## config.mk

```make
export PLATFORM = sky130hd
export DESIGN_NAME = apb_slave_flat
export DESIGN_NICKNAME = d
export VERILOG_FILES = /design/src/rtl/apb_slave_pkg.sv /design/src/rtl/apb_slave_if.sv /design/src/rtl/apb_slave_mem.sv /design/src/rtl/apb_slave.sv /design/src/flat_wrapper.sv
export SDC_FILE = /design/constraint.sdc
export NUM_CORES = 2
export LEC_CHECK = 0
export CAP_MARGIN = 20
export CORE_MARGIN = 1.5
export CORE_UTILIZATION = 40
export CTS_BUF_LIST = sky130_fd_sc_hd__clkbuf_8
export DETAILED_ROUTE_END_ITERATION = 7
export SLEW_MARGIN = 10
export SYNTH_ARGS = -nofsm -noshare
export SYNTH_HDL_FRONTEND = slang
export SYNTH_HIERARCHICAL = 1
export SYNTH_SLANG_ARGS = --single-unit
```

## constraint.sdc

```tcl
create_clock -name PCLK -period 3.6 [get_ports PCLK]
set_input_delay 0.54 -clock PCLK [delete_from_list [all_inputs] [get_ports PCLK]]
set_output_delay 0.54 -clock PCLK [all_outputs]
set_load 0.02 [all_outputs]
```

## src/rtl/apb_slave_pkg.sv

```systemverilog
// Shared constants, FSM state type and address-range helper for the APB register-memory slave.
package apb_slave_pkg;

   localparam int unsigned ADDR_WIDTH_DEF  = 32;
   localparam int unsigned DATA_WIDTH_DEF  = 8;
   localparam int unsigned MEM_DEPTH_DEF   = 256;
   localparam int unsigned WAIT_STATES_DEF = 0;
   localparam int unsigned CNT_W           = 4;
   localparam int unsigned ADDR_CHK_W      = 64;

   typedef enum logic [1:0] {
      IDLE   = 2'd0,
      SETUP  = 2'd1,
      ACCESS = 2'd2,
      DONE   = 2'd3
   } state_e;

   // Full-width range check; address is zero-extended so no upper bits are lost.
   function automatic logic addr_valid(input logic [ADDR_CHK_W-1:0] addr,
                                       input int unsigned depth);
      return addr < ADDR_CHK_W'(depth);
   endfunction

endpackage

```

## src/rtl/apb_slave_if.sv

```systemverilog
// APB3 bus bundle between a requester and the register-memory slave.
interface apb_slave_if
   import apb_slave_pkg::*;
#(
   parameter int unsigned ADDR_WIDTH = ADDR_WIDTH_DEF,
   parameter int unsigned DATA_WIDTH = DATA_WIDTH_DEF
);

   logic                  PSELx;
   logic                  PENABLE;
   logic                  PWRITE;
   logic [ADDR_WIDTH-1:0] PADDR;
   logic [DATA_WIDTH-1:0] PWDATA;
   logic [DATA_WIDTH-1:0] PRDATA;
   logic                  PREADY;
   logic                  PSLVERR;

   modport master (
      output PSELx, PENABLE, PWRITE, PADDR, PWDATA,
      input  PRDATA, PREADY, PSLVERR
   );

   modport slave (
      input  PSELx, PENABLE, PWRITE, PADDR, PWDATA,
      output PRDATA, PREADY, PSLVERR
   );

endinterface

```

## src/rtl/apb_slave_mem.sv

```systemverilog
// Register array with async clear, one write port and a combinational read port.
module apb_slave_mem
   import apb_slave_pkg::*;
#(
   parameter int unsigned DATA_WIDTH = DATA_WIDTH_DEF,
   parameter int unsigned MEM_DEPTH  = MEM_DEPTH_DEF,
   parameter int unsigned IDX_W      = 8
) (
   input  logic                  clk,
   input  logic                  rst_n,
   input  logic                  we,
   input  logic [IDX_W-1:0]      addr,
   input  logic [DATA_WIDTH-1:0] wdata,
   output logic [DATA_WIDTH-1:0] rdata
);

   logic [DATA_WIDTH-1:0] mem_q [MEM_DEPTH];

   always_ff @(posedge clk or negedge rst_n) begin
      if (!rst_n) begin
         for (int i = 0; i < int'(MEM_DEPTH); i++) begin
            mem_q[i] <= '0;
         end
      end else if (we) begin
         mem_q[addr] <= wdata;
      end
   end

   assign rdata = mem_q[addr];

endmodule

```

## src/rtl/apb_slave.sv

```systemverilog
// APB3 completer in front of a MEM_DEPTH x DATA_WIDTH register memory,
// with programmable wait states and PSLVERR on out-of-range addresses.
module apb_slave
   import apb_slave_pkg::*;
#(
   parameter int unsigned ADDR_WIDTH  = ADDR_WIDTH_DEF,
   parameter int unsigned DATA_WIDTH  = DATA_WIDTH_DEF,
   parameter int unsigned MEM_DEPTH   = MEM_DEPTH_DEF,
   parameter int unsigned WAIT_STATES = WAIT_STATES_DEF
) (
   input logic        PCLK,
   input logic        PRESETn,
   apb_slave_if.slave bus
);

   localparam int unsigned IDX_W = (MEM_DEPTH > 1) ? $clog2(MEM_DEPTH) : 1;

   state_e                state_q, state_d;
   logic [CNT_W-1:0]      cnt_q, cnt_d;
   logic [ADDR_WIDTH-1:0] addr_q, addr_d;
   logic [DATA_WIDTH-1:0] wdata_q, wdata_d;
   logic                  write_q, write_d;
   logic [DATA_WIDTH-1:0] prdata_q, prdata_d;
   logic                  mem_we;
   logic                  latch_req;
   logic [DATA_WIDTH-1:0] mem_rdata;
   logic                  addr_ok;
   logic                  pready_c;

   assign addr_ok  = addr_valid(ADDR_CHK_W'(addr_q), MEM_DEPTH);
   assign pready_c = (state_q == ACCESS) && (cnt_q == '0);

   apb_slave_mem #(
      .DATA_WIDTH (DATA_WIDTH),
      .MEM_DEPTH  (MEM_DEPTH),
      .IDX_W      (IDX_W)
   ) u_mem (
      .clk   (PCLK),
      .rst_n (PRESETn),
      .we    (mem_we),
      .addr  (IDX_W'(addr_q)),
      .wdata (wdata_q),
      .rdata (mem_rdata)
   );

   // Next-state, wait counter, request latch and completion side effects.
   always_comb begin
      state_d   = state_q;
      cnt_d     = cnt_q;
      addr_d    = addr_q;
      wdata_d   = wdata_q;
      write_d   = write_q;
      prdata_d  = prdata_q;
      mem_we    = 1'b0;
      latch_req = 1'b0;

      unique case (state_q)
         IDLE: begin
            if (bus.PSELx && !bus.PENABLE) begin
               state_d   = SETUP;
               latch_req = 1'b1;
            end
         end
         SETUP: begin
            if (bus.PSELx && bus.PENABLE) begin
               state_d = ACCESS;
               cnt_d   = CNT_W'(WAIT_STATES);
            end else if (!bus.PSELx) begin
               state_d = IDLE;
            end
         end
         ACCESS: begin
            if (!bus.PSELx) begin
               state_d = IDLE;
            end else if (cnt_q != '0) begin
               cnt_d = cnt_q - CNT_W'(1);
            end else if (bus.PENABLE) begin
               state_d = DONE;
               if (write_q) begin
                  mem_we = addr_ok;
               end else begin
                  prdata_d = addr_ok ? mem_rdata : '0;
               end
            end
         end
         DONE: begin
            // Held strobes park here so the transfer is not repeated.
            if (bus.PSELx && !bus.PENABLE) begin
               state_d   = SETUP;
               latch_req = 1'b1;
            end else if (!bus.PSELx) begin
               state_d = IDLE;
            end
         end
         default: state_d = IDLE;
      endcase

      if (latch_req) begin
         addr_d  = bus.PADDR;
         wdata_d = bus.PWDATA;
         write_d = bus.PWRITE;
      end
   end

   always_ff @(posedge PCLK or negedge PRESETn) begin
      if (!PRESETn) begin
         state_q  <= IDLE;
         cnt_q    <= '0;
         addr_q   <= '0;
         wdata_q  <= '0;
         write_q  <= 1'b0;
         prdata_q <= '0;
      end else begin
         state_q  <= state_d;
         cnt_q    <= cnt_d;
         addr_q   <= addr_d;
         wdata_q  <= wdata_d;
         write_q  <= write_d;
         prdata_q <= prdata_d;
      end
   end

   assign bus.PRDATA  = prdata_q;
   assign bus.PREADY  = pready_c;
   assign bus.PSLVERR = pready_c && !addr_ok;

endmodule

```

## src/flat_wrapper.sv

```systemverilog
// flat-port wrapper written by rule: the top's interface ports become plain ports
module apb_slave_flat import apb_slave_pkg::*;
#(
   parameter int unsigned ADDR_WIDTH  = ADDR_WIDTH_DEF,
   parameter int unsigned DATA_WIDTH  = DATA_WIDTH_DEF,
   parameter int unsigned MEM_DEPTH   = MEM_DEPTH_DEF,
   parameter int unsigned WAIT_STATES = WAIT_STATES_DEF
)
  (PCLK, PRESETn, bus_PSELx, bus_PENABLE, bus_PWRITE, bus_PADDR, bus_PWDATA, bus_PRDATA, bus_PREADY, bus_PSLVERR);
  apb_slave_if #(.ADDR_WIDTH(ADDR_WIDTH), .DATA_WIDTH(DATA_WIDTH)) bus_i ();
  input logic PCLK;
  input logic PRESETn;
  input wire logic [$bits(bus_i.PSELx)-1:0] bus_PSELx;
  input wire logic [$bits(bus_i.PENABLE)-1:0] bus_PENABLE;
  input wire logic [$bits(bus_i.PWRITE)-1:0] bus_PWRITE;
  input wire logic [$bits(bus_i.PADDR)-1:0] bus_PADDR;
  input wire logic [$bits(bus_i.PWDATA)-1:0] bus_PWDATA;
  output wire logic [$bits(bus_i.PRDATA)-1:0] bus_PRDATA;
  output wire logic [$bits(bus_i.PREADY)-1:0] bus_PREADY;
  output wire logic [$bits(bus_i.PSLVERR)-1:0] bus_PSLVERR;
  assign bus_i.PSELx = bus_PSELx;
  assign bus_i.PENABLE = bus_PENABLE;
  assign bus_i.PWRITE = bus_PWRITE;
  assign bus_i.PADDR = bus_PADDR;
  assign bus_i.PWDATA = bus_PWDATA;
  assign bus_PRDATA = bus_i.PRDATA;
  assign bus_PREADY = bus_i.PREADY;
  assign bus_PSLVERR = bus_i.PSLVERR;
  apb_slave #(.ADDR_WIDTH(ADDR_WIDTH), .DATA_WIDTH(DATA_WIDTH), .MEM_DEPTH(MEM_DEPTH), .WAIT_STATES(WAIT_STATES)) u_core (.PCLK(PCLK), .PRESETn(PRESETn), .bus(bus_i));
endmodule
```

======== After elaboration in Yosys (flattened, before gate mapping) ========
Index checks and enable logic that the tools add are counted.
operators by class
  $add $sub $neg .......................... 1
  magnitude comparators ................... 3
  equality and inequality tests ........... 9
  mux-type cells .......................... 26
  bitwise operators ....................... 3
  reductions and logical operators ........ 15
operators by type and width
  operator               count
  $bwmux W2048           1
  $bmux W8 S8            1
  $demux W8 S8           1
  $lt A32 B9 Y1 const B  1
  $mux W8                4
  $mux W2                7
  $mux W4                3
  $ge A9 B9 Y1 const B   1
  $lt A9 B1 Y1 const B   1
  $not A8 Y9             1
  $pmux W2 S4            1
  $pmux W4 S2            1
  $mux W1                7
  $ne A3 B3 Y1 const B   2
  $logic_and A1 B1 Y1    5
  $reduce_and A5 Y1      1
  $eq A2 B2 Y1 const B   2
  $logic_not A4 Y1       1
  $ne A2 B1 Y1 const B   2
  $ne A2 B2 Y1 const B   2
  $reduce_and A4 Y1      1
  $reduce_bool A4 Y1     1
  $sub A4 B1 Y4 const B  1
  $reduce_and A3 Y1      1
  other kinds (6)        8
word-level totals
  register bits after elaboration ......... 2,103
  input bits .............................. 45
  output and inout bits ................... 10
  logic and storage cells ................. 319

======== Logic depth before layout (Yosys ltp) ========
  depth in word-level cells ............... 6
  mapped depth ............................ 12
  gate-level depth less buffers ........... 10

======== Hierarchy ========
The synthesis kept the hierarchy.
modules (own cells, without submodules)
  module         instances  cells an instance  area each (sq um)  seq. area each (sq um)
  apb_slave_mem  1          5,832              92,711.4           51,249.2
  apb_slave      1          179                2,408.6            1,376.3

======== Least setup slack after synthesis ========
No wires, ideal clock.
  path type ............................... register -> register
  start point ............................. register u_core.state_q[0]
  end point ............................... register u_core/u_mem/mem_q[1560] (netlist name)
  library setup time ...................... 128 ps
  arrival ................................. 2,704 ps
  required time ........................... 3,472 ps
  path slack .............................. 769 ps
  cell stages (with the launch flop) ...... 13
  cells stage by stage .................... dfrtp_1 -> inv_1 -> ha_1 -> nand4bb_1 -> buf_4 -> nor2_1 -> and3_1 -> or3b_1 -> clkbuf_1 -> nor2_2 -> buf_2 -> nand2_1 -> mux2_1
on the way
  word-level cells in the longest chain between the ends .. 2
RTL lines
  item                           line                 RTL
  start, declared                apb_slave.sv:18      state_e state_q, state_d;
  start signal, assigned         apb_slave.sv:114     state_q <= state_d;
  $eq A2 B2 Y1                   apb_slave.sv:57      unique case (state_q)
  $mux W1                        apb_slave.sv:57
  named net u_core.mem_we        apb_slave.sv:24      logic mem_we;
  end signal, assigned by index  apb_slave_mem.sv:25  mem_q[addr] <= wdata;
  end, declared                  apb_slave_mem.sv:17  logic [DATA_WIDTH-1:0] mem_q [MEM_DEPTH];
The timed path passes the listed nets, and every way through them passes these cells.
A chain may end at the register's enable or synchronous reset.

======== Worst setup path after layout ========
  start point ............................. register u_core.addr_q[1]
  end point ............................... register u_core.prdata_q[6], in the netlist u_core/bus.PRDATA[6]
on the way
  word-level cells in the longest chain between the ends .. 5
RTL lines
  item                                        line                 RTL
  start, declared                             apb_slave.sv:20      logic [ADDR_WIDTH-1:0] addr_q, addr_d;
  start signal, assigned                      apb_slave.sv:116     addr_q <= addr_d;
  $not A8 Y9 (not written as such)            apb_slave_mem.sv:29  assign rdata = mem_q[addr];
  $bmux W8 S8                                 apb_slave_mem.sv:29
  $mux W8 (not written as such) (2 in a row)  apb_slave_mem.sv:29
  named net u_core.mem_rdata[6]               apb_slave.sv:26      logic [DATA_WIDTH-1:0] mem_rdata;
  $mux W8                                     apb_slave.sv:82      prdata_d = addr_ok ? mem_rdata : '0;
  end signal, assigned                        apb_slave.sv:119     prdata_q <= prdata_d;
  end, declared                               apb_slave.sv:23      logic [DATA_WIDTH-1:0] prdata_q, prdata_d;
The timed path passes the listed nets, and every way through them passes these cells. The select of a mux whose other input is x is not followed.

==> flow_results.xml <==
<?xml version="1.0" encoding="UTF-8"?>
<metrics>
  <group name="run_status">
    <metric name="status" unit="">finished, final reports clean</metric>
  </group>
  <group name="critical_path">
    <metric name="worst_path_largest_cell_delay" unit="ns">0.67</metric>
    <metric name="critPathBufInv" unit="">5</metric>
    <metric name="worst-r2r-cell-count" unit="">11</metric>
    <metric name="setup.worst_path.class" unit="">register to register</metric>
    <metric name="timing.critical_path.mode_cell" unit="">sky130_fd_sc_hd__buf_12</metric>
    <metric name="critPathArrivalTime" unit="ns">4.48</metric>
    <metric name="critical_path_cell_count" unit="">11</metric>
    <metric name="crit_path_top_delay_cell" unit="">sky130_fd_sc_hd__dfrtp_4</metric>
    <metric name="crit_path_cell_trace" unit="">buf_12 -&gt; buf_12 -&gt; buf_12 -&gt; mux4_2 -&gt; a22oi_1 -&gt; a21oi_1 -&gt; o41ai_2 -&gt; buf_4 -&gt; nand4_1 -&gt; buf_4 -&gt; a31o_1</metric>
    <metric name="timing.critical_path.to_type" unit="">register</metric>
    <metric name="critPathTopFamily" unit="">compound AO/OA/AOI/OAI gates</metric>
    <metric name="worst-endpoint-required" unit="ns">4.55</metric>
    <metric name="crit_path_max_fanout" unit="">17</metric>
    <metric name="worstSetupStartpointType" unit="">register</metric>
  </group>
  <group name="global_route">
    <metric name="grt_overflow" unit="">0</metric>
    <metric name="via_count_of_the_first_global_routing_pass" unit="">58868</metric>
    <metric name="grt_first_pass_wirelength" unit="mm">398</metric>
    <metric name="antenna_violations_before_repair" unit="">4</metric>
    <metric name="grt_util_all_layers" unit="%">21.9</metric>
    <metric name="largest_net_degree_at_the_start_of_global_routing" unit="">126</metric>
  </group>
  <group name="synth">
    <metric name="syn_nets" unit="">6063</metric>
    <metric name="synth_edf_count" unit="">0</metric>
    <metric name="synth_area_per_cell" unit="um2">15.8</metric>
    <metric name="synth.ff_latch_count" unit="">2103</metric>
    <metric name="synth-seq-area-share" unit="%">55.3</metric>
    <metric name="post_synth_instance_area" unit="um2">95100</metric>
    <metric name="yosys.cell_types.count" unit="">45</metric>
    <metric name="synth_flop_cell" unit="">sky130_fd_sc_hd__dfrtp_1</metric>
    <metric name="synthCells" unit="">6011</metric>
    <metric name="synthesis.yosys.warnings" unit="">6</metric>
    <metric name="async_flop_share" unit="%">100</metric>
  </group>
  <group name="sta">
    <metric name="finalClockSkew" unit="ns">0.0616</metric>
    <metric name="min_period_over_period" unit="%">98.1</metric>
    <metric name="setup_viol_count_final" unit="">0</metric>
    <metric name="timing_max_transition_violations_final" unit="">0</metric>
    <metric name="layout_min_cycle_time" unit="ns">3.53</metric>
    <metric name="timing.final.ws_setup" unit="ns">0.0689</metric>
    <metric name="setup-tns-final" unit="ns">0</metric>
    <metric name="timing.max_slew.rel_slack" unit="%">25.8</metric>
    <metric name="setup_repair_after_global_routing_missed_its_margin" unit="">no</metric>
    <metric name="fmaxAchievable" unit="MHz">283</metric>
    <metric name="timing.final.hold_violations" unit="">0</metric>
    <metric name="timing_worst_slew_pin_value" unit="ns">1.11</metric>
  </group>
  <group name="floorplanning">
    <metric name="core_region_area" unit="um2">236000</metric>
    <metric name="fp.dieArea" unit="um2">241000</metric>
    <metric name="initial_core_util" unit="%">40.3</metric>
    <metric name="boundaryPins" unit="">55</metric>
    <metric name="die_width" unit="um">491</metric>
    <metric name="placementRows" unit="">178</metric>
    <metric name="chip_height" unit="um">491</metric>
  </group>
  <group name="pwr">
    <metric name="total_power" unit="W">0.0620</metric>
    <metric name="vdd.ir_drop.worst" unit="V">0.000576</metric>
    <metric name="power.density" unit="nW/um2">564</metric>
    <metric name="leakagePower" unit="nW">53.0</metric>
  </group>
  <group name="placed_design">
    <metric name="dp_slack" unit="ns">-0.147</metric>
    <metric name="place.detailed.instances" unit="">9210</metric>
    <metric name="place.detailed.hpwl" unit="mm">167</metric>
    <metric name="port-buffer-count" unit="">54</metric>
    <metric name="gp_routability_congestion" unit="">0.831</metric>
  </group>
  <group name="clock_network">
    <metric name="clk_path_buf_depth" unit="">4</metric>
    <metric name="cts.sinks" unit="">2103</metric>
    <metric name="clock_transition_at_the_registers_of_the_reported_paths" unit="ns">0.06</metric>
    <metric name="clock_tree_from_tritoncts" unit="">yes</metric>
    <metric name="post_cts.repair.setup_buffers" unit="">0</metric>
    <metric name="cts.root.buffer_cell" unit="">sky130_fd_sc_hd__clkbuf_8</metric>
    <metric name="htree_num_levels" unit="">5</metric>
    <metric name="numCtsBuffers" unit="">361</metric>
    <metric name="clk_latency" unit="ns">1.08</metric>
  </group>
  <group name="min_path">
    <metric name="type_of_the_worst_min_delay_path" unit="">input port to register</metric>
    <metric name="hold_path_depth" unit="">2</metric>
  </group>
  <group name="finish">
    <metric name="layout.cells.most_common" unit="">sky130_fd_sc_hd__dfrtp_1</metric>
    <metric name="mostFrequentLayoutCells" unit="">sky130_fd_sc_hd__dfrtp_1, sky130_fd_sc_hd__mux2_2, sky130_fd_sc_hd__mux2_1</metric>
    <metric name="ratio_of_cells_with_drive_above_1_in_the_final_layout" unit="%">43.7</metric>
    <metric name="final_nets" unit="">6499</metric>
    <metric name="filler_cell_count" unit="">20444</metric>
    <metric name="layout-area-overhead-vs-synth" unit="%">15.5</metric>
    <metric name="stdcell_count" unit="">9869</metric>
  </group>
  <group name="detailed_routing">
    <metric name="drt_first_iter_violations" unit="">3885</metric>
    <metric name="vias" unit="">55516</metric>
    <metric name="routed_wirelength" unit="mm">262</metric>
    <metric name="viasPerCell" unit="">5.63</metric>
    <metric name="antenna_violating_nets_remaining" unit="">0</metric>
    <metric name="detail_route.drc_violations" unit="">0</metric>
    <metric name="drt_pass1_iterations" unit="">6</metric>
    <metric name="wl_per_cell" unit="um">26.5</metric>
  </group>
  <group name="flow_run">
    <metric name="max-cap-violations" unit="">0</metric>
  </group>
</metrics>
-- state kept, by name, summed over array words and instances (netlist names) --
name,cells
u_core/wdata_q,8
u_core/bus.PRDATA,8
u_core/cnt_q,4
u_core/write_q,1
u_core/addr_q,32
u_core/state_q,2
u_core/u_mem/mem_q,2048
-- what timing repair did --
item,4_1_cts,5_1_grt
endpoints found under the hold margin,866,0
resized for setup,9,3
hold buffers,24,0
pin swaps,0,1
setup endpoints to repair,5,3
-- Yosys cell counts, types with 3 or more instances --
library cell               number  area [um2]
sky130_fd_sc_hd__buf_4         11        82.6
sky130_fd_sc_hd__nor2_4        37         417
sky130_fd_sc_hd__nor2b_1       16         100
sky130_fd_sc_hd__nand4_1       11        68.8
sky130_fd_sc_hd__buf_1         19        71.3
sky130_fd_sc_hd__ha_1           7        87.6
sky130_fd_sc_hd__buf_6         22         248
sky130_fd_sc_hd__mux2_2      1234       13900
sky130_fd_sc_hd__clkbuf_1     344        1290
sky130_fd_sc_hd__mux4_2       512       11500
sky130_fd_sc_hd__a21oi_1      132         661
sky130_fd_sc_hd__o41ai_1       32         280
sky130_fd_sc_hd__buf_2         71         355
sky130_fd_sc_hd__nand2_1      102         383
sky130_fd_sc_hd__inv_1          7        26.3
sky130_fd_sc_hd__o21ai_0        3        15.0
sky130_fd_sc_hd__dfrtp_1     2103       52600
sky130_fd_sc_hd__nor2_2       134         838
sky130_fd_sc_hd__nor4_1         6        37.5
sky130_fd_sc_hd__nand2b_1       7        43.8
sky130_fd_sc_hd__nand3_1       10        50.1
sky130_fd_sc_hd__a31o_1         8        70.1
sky130_fd_sc_hd__a22oi_1      256        1920
sky130_fd_sc_hd__nor2_1        45         169
sky130_fd_sc_hd__mux2_1       856        9640
sky130_fd_sc_hd__nor3_1         3        15.0
-- stage by stage --
stage / hold WS, ns / instance area [um2] / util, %
CTS: 0.000219 / 110000 / 46.5
floorplan: 0.244 / 95100 / -
global placement: 0.461 / 102000 / 43.4
finish: 0.0943 / 110000 / 46.6
detailed placement: 0.469 / 102000 / 43.4
global route: 0.0175 / 110000 / 46.6
-- path summary, 6_finish.rpt --
path / startpoint / end / slack (ns)
worst max-delay path: u_core/addr_q[1]$_DFFE_PN0P_ / u_core/bus.PRDATA[6]$_DFFE_PN0P_ / 0.07
worst min-delay path: bus_PADDR[20] / u_core/addr_q[20]$_DFFE_PN0P_ / 0.09
worst max register to register: u_core/addr_q[1]$_DFFE_PN0P_ / u_core/bus.PRDATA[6]$_DFFE_PN0P_ / 0.07
worst min register to register: u_core/u_mem/mem_q[555]$_DFFE_PN0P_ / u_core/u_mem/mem_q[555]$_DFFE_PN0P_ / 0.48
max in group asynchronous: PRESETn / u_core/u_mem/mem_q[536]$_DFFE_PN0P_ / 2.26
min in group asynchronous: PRESETn / u_core/u_mem/mem_q[252]$_DFFE_PN0P_ / 0.11
-- metal layers --
layer	track usage, %	share of wire, %
met1	31.0	45
met3	3.84	5.2
met4	7.25	3.3
met5	0	0.0050
met2	33.9	47
-- power breakdown --
| part | switching, W | internal [W] |
|---|---|---|
| clock network | 0.00971 | 0.0116 |
| registers | 0.00138 | 0.0239 |
| logic | 0.0106 | 0.00475 |
-- final cells by class --
cell class / instances / area [um2] / area share [%]
Sequential cell: 2103 / 52700 / 48.0
Inverter: 7 / 26.3 / 0.0239
Multi-Input combinational cell: 3434 / 40600 / 37.0
Antenna cell: 10 / 25.0 / 0.0228
Timing Repair Buffer: 540 / 5470 / 4.98
Clock inverter: 164 / 769 / 0.701
Tap cell: 3150 / 3940 / 3.59
Clock buffer: 461 / 6340 / 5.78
-- cells by family (layout without fill, tap and decap cells) --
kind of cell / after synthesis / count (layout) / synth area share [%]
xor+xnor: 2 / 2 / 0.0184
mux: 2603 / 2603 / 36.9
fa+ha+maj: 7 / 7 / 0.0921
other cells: 0 / 10 / 0
flops: 2103 / 2103 / 55.3
buf+inv: 474 / 1172 / 2.18
compound gates: 436 / 436 / 3.14
simple gates: 386 / 386 / 2.37
-- worst register-to-register path, delay by kind of cell (launching register included) --
kind                   cells  cell delay, ns
buffers and inverters      5            1.13
AOI/OAI and AO/OA          4            1.22
muxes                      1            0.31
DFF                        1            0.67
and+or+nand+nor            1            0.11
(Power assumes the default switching activity.)
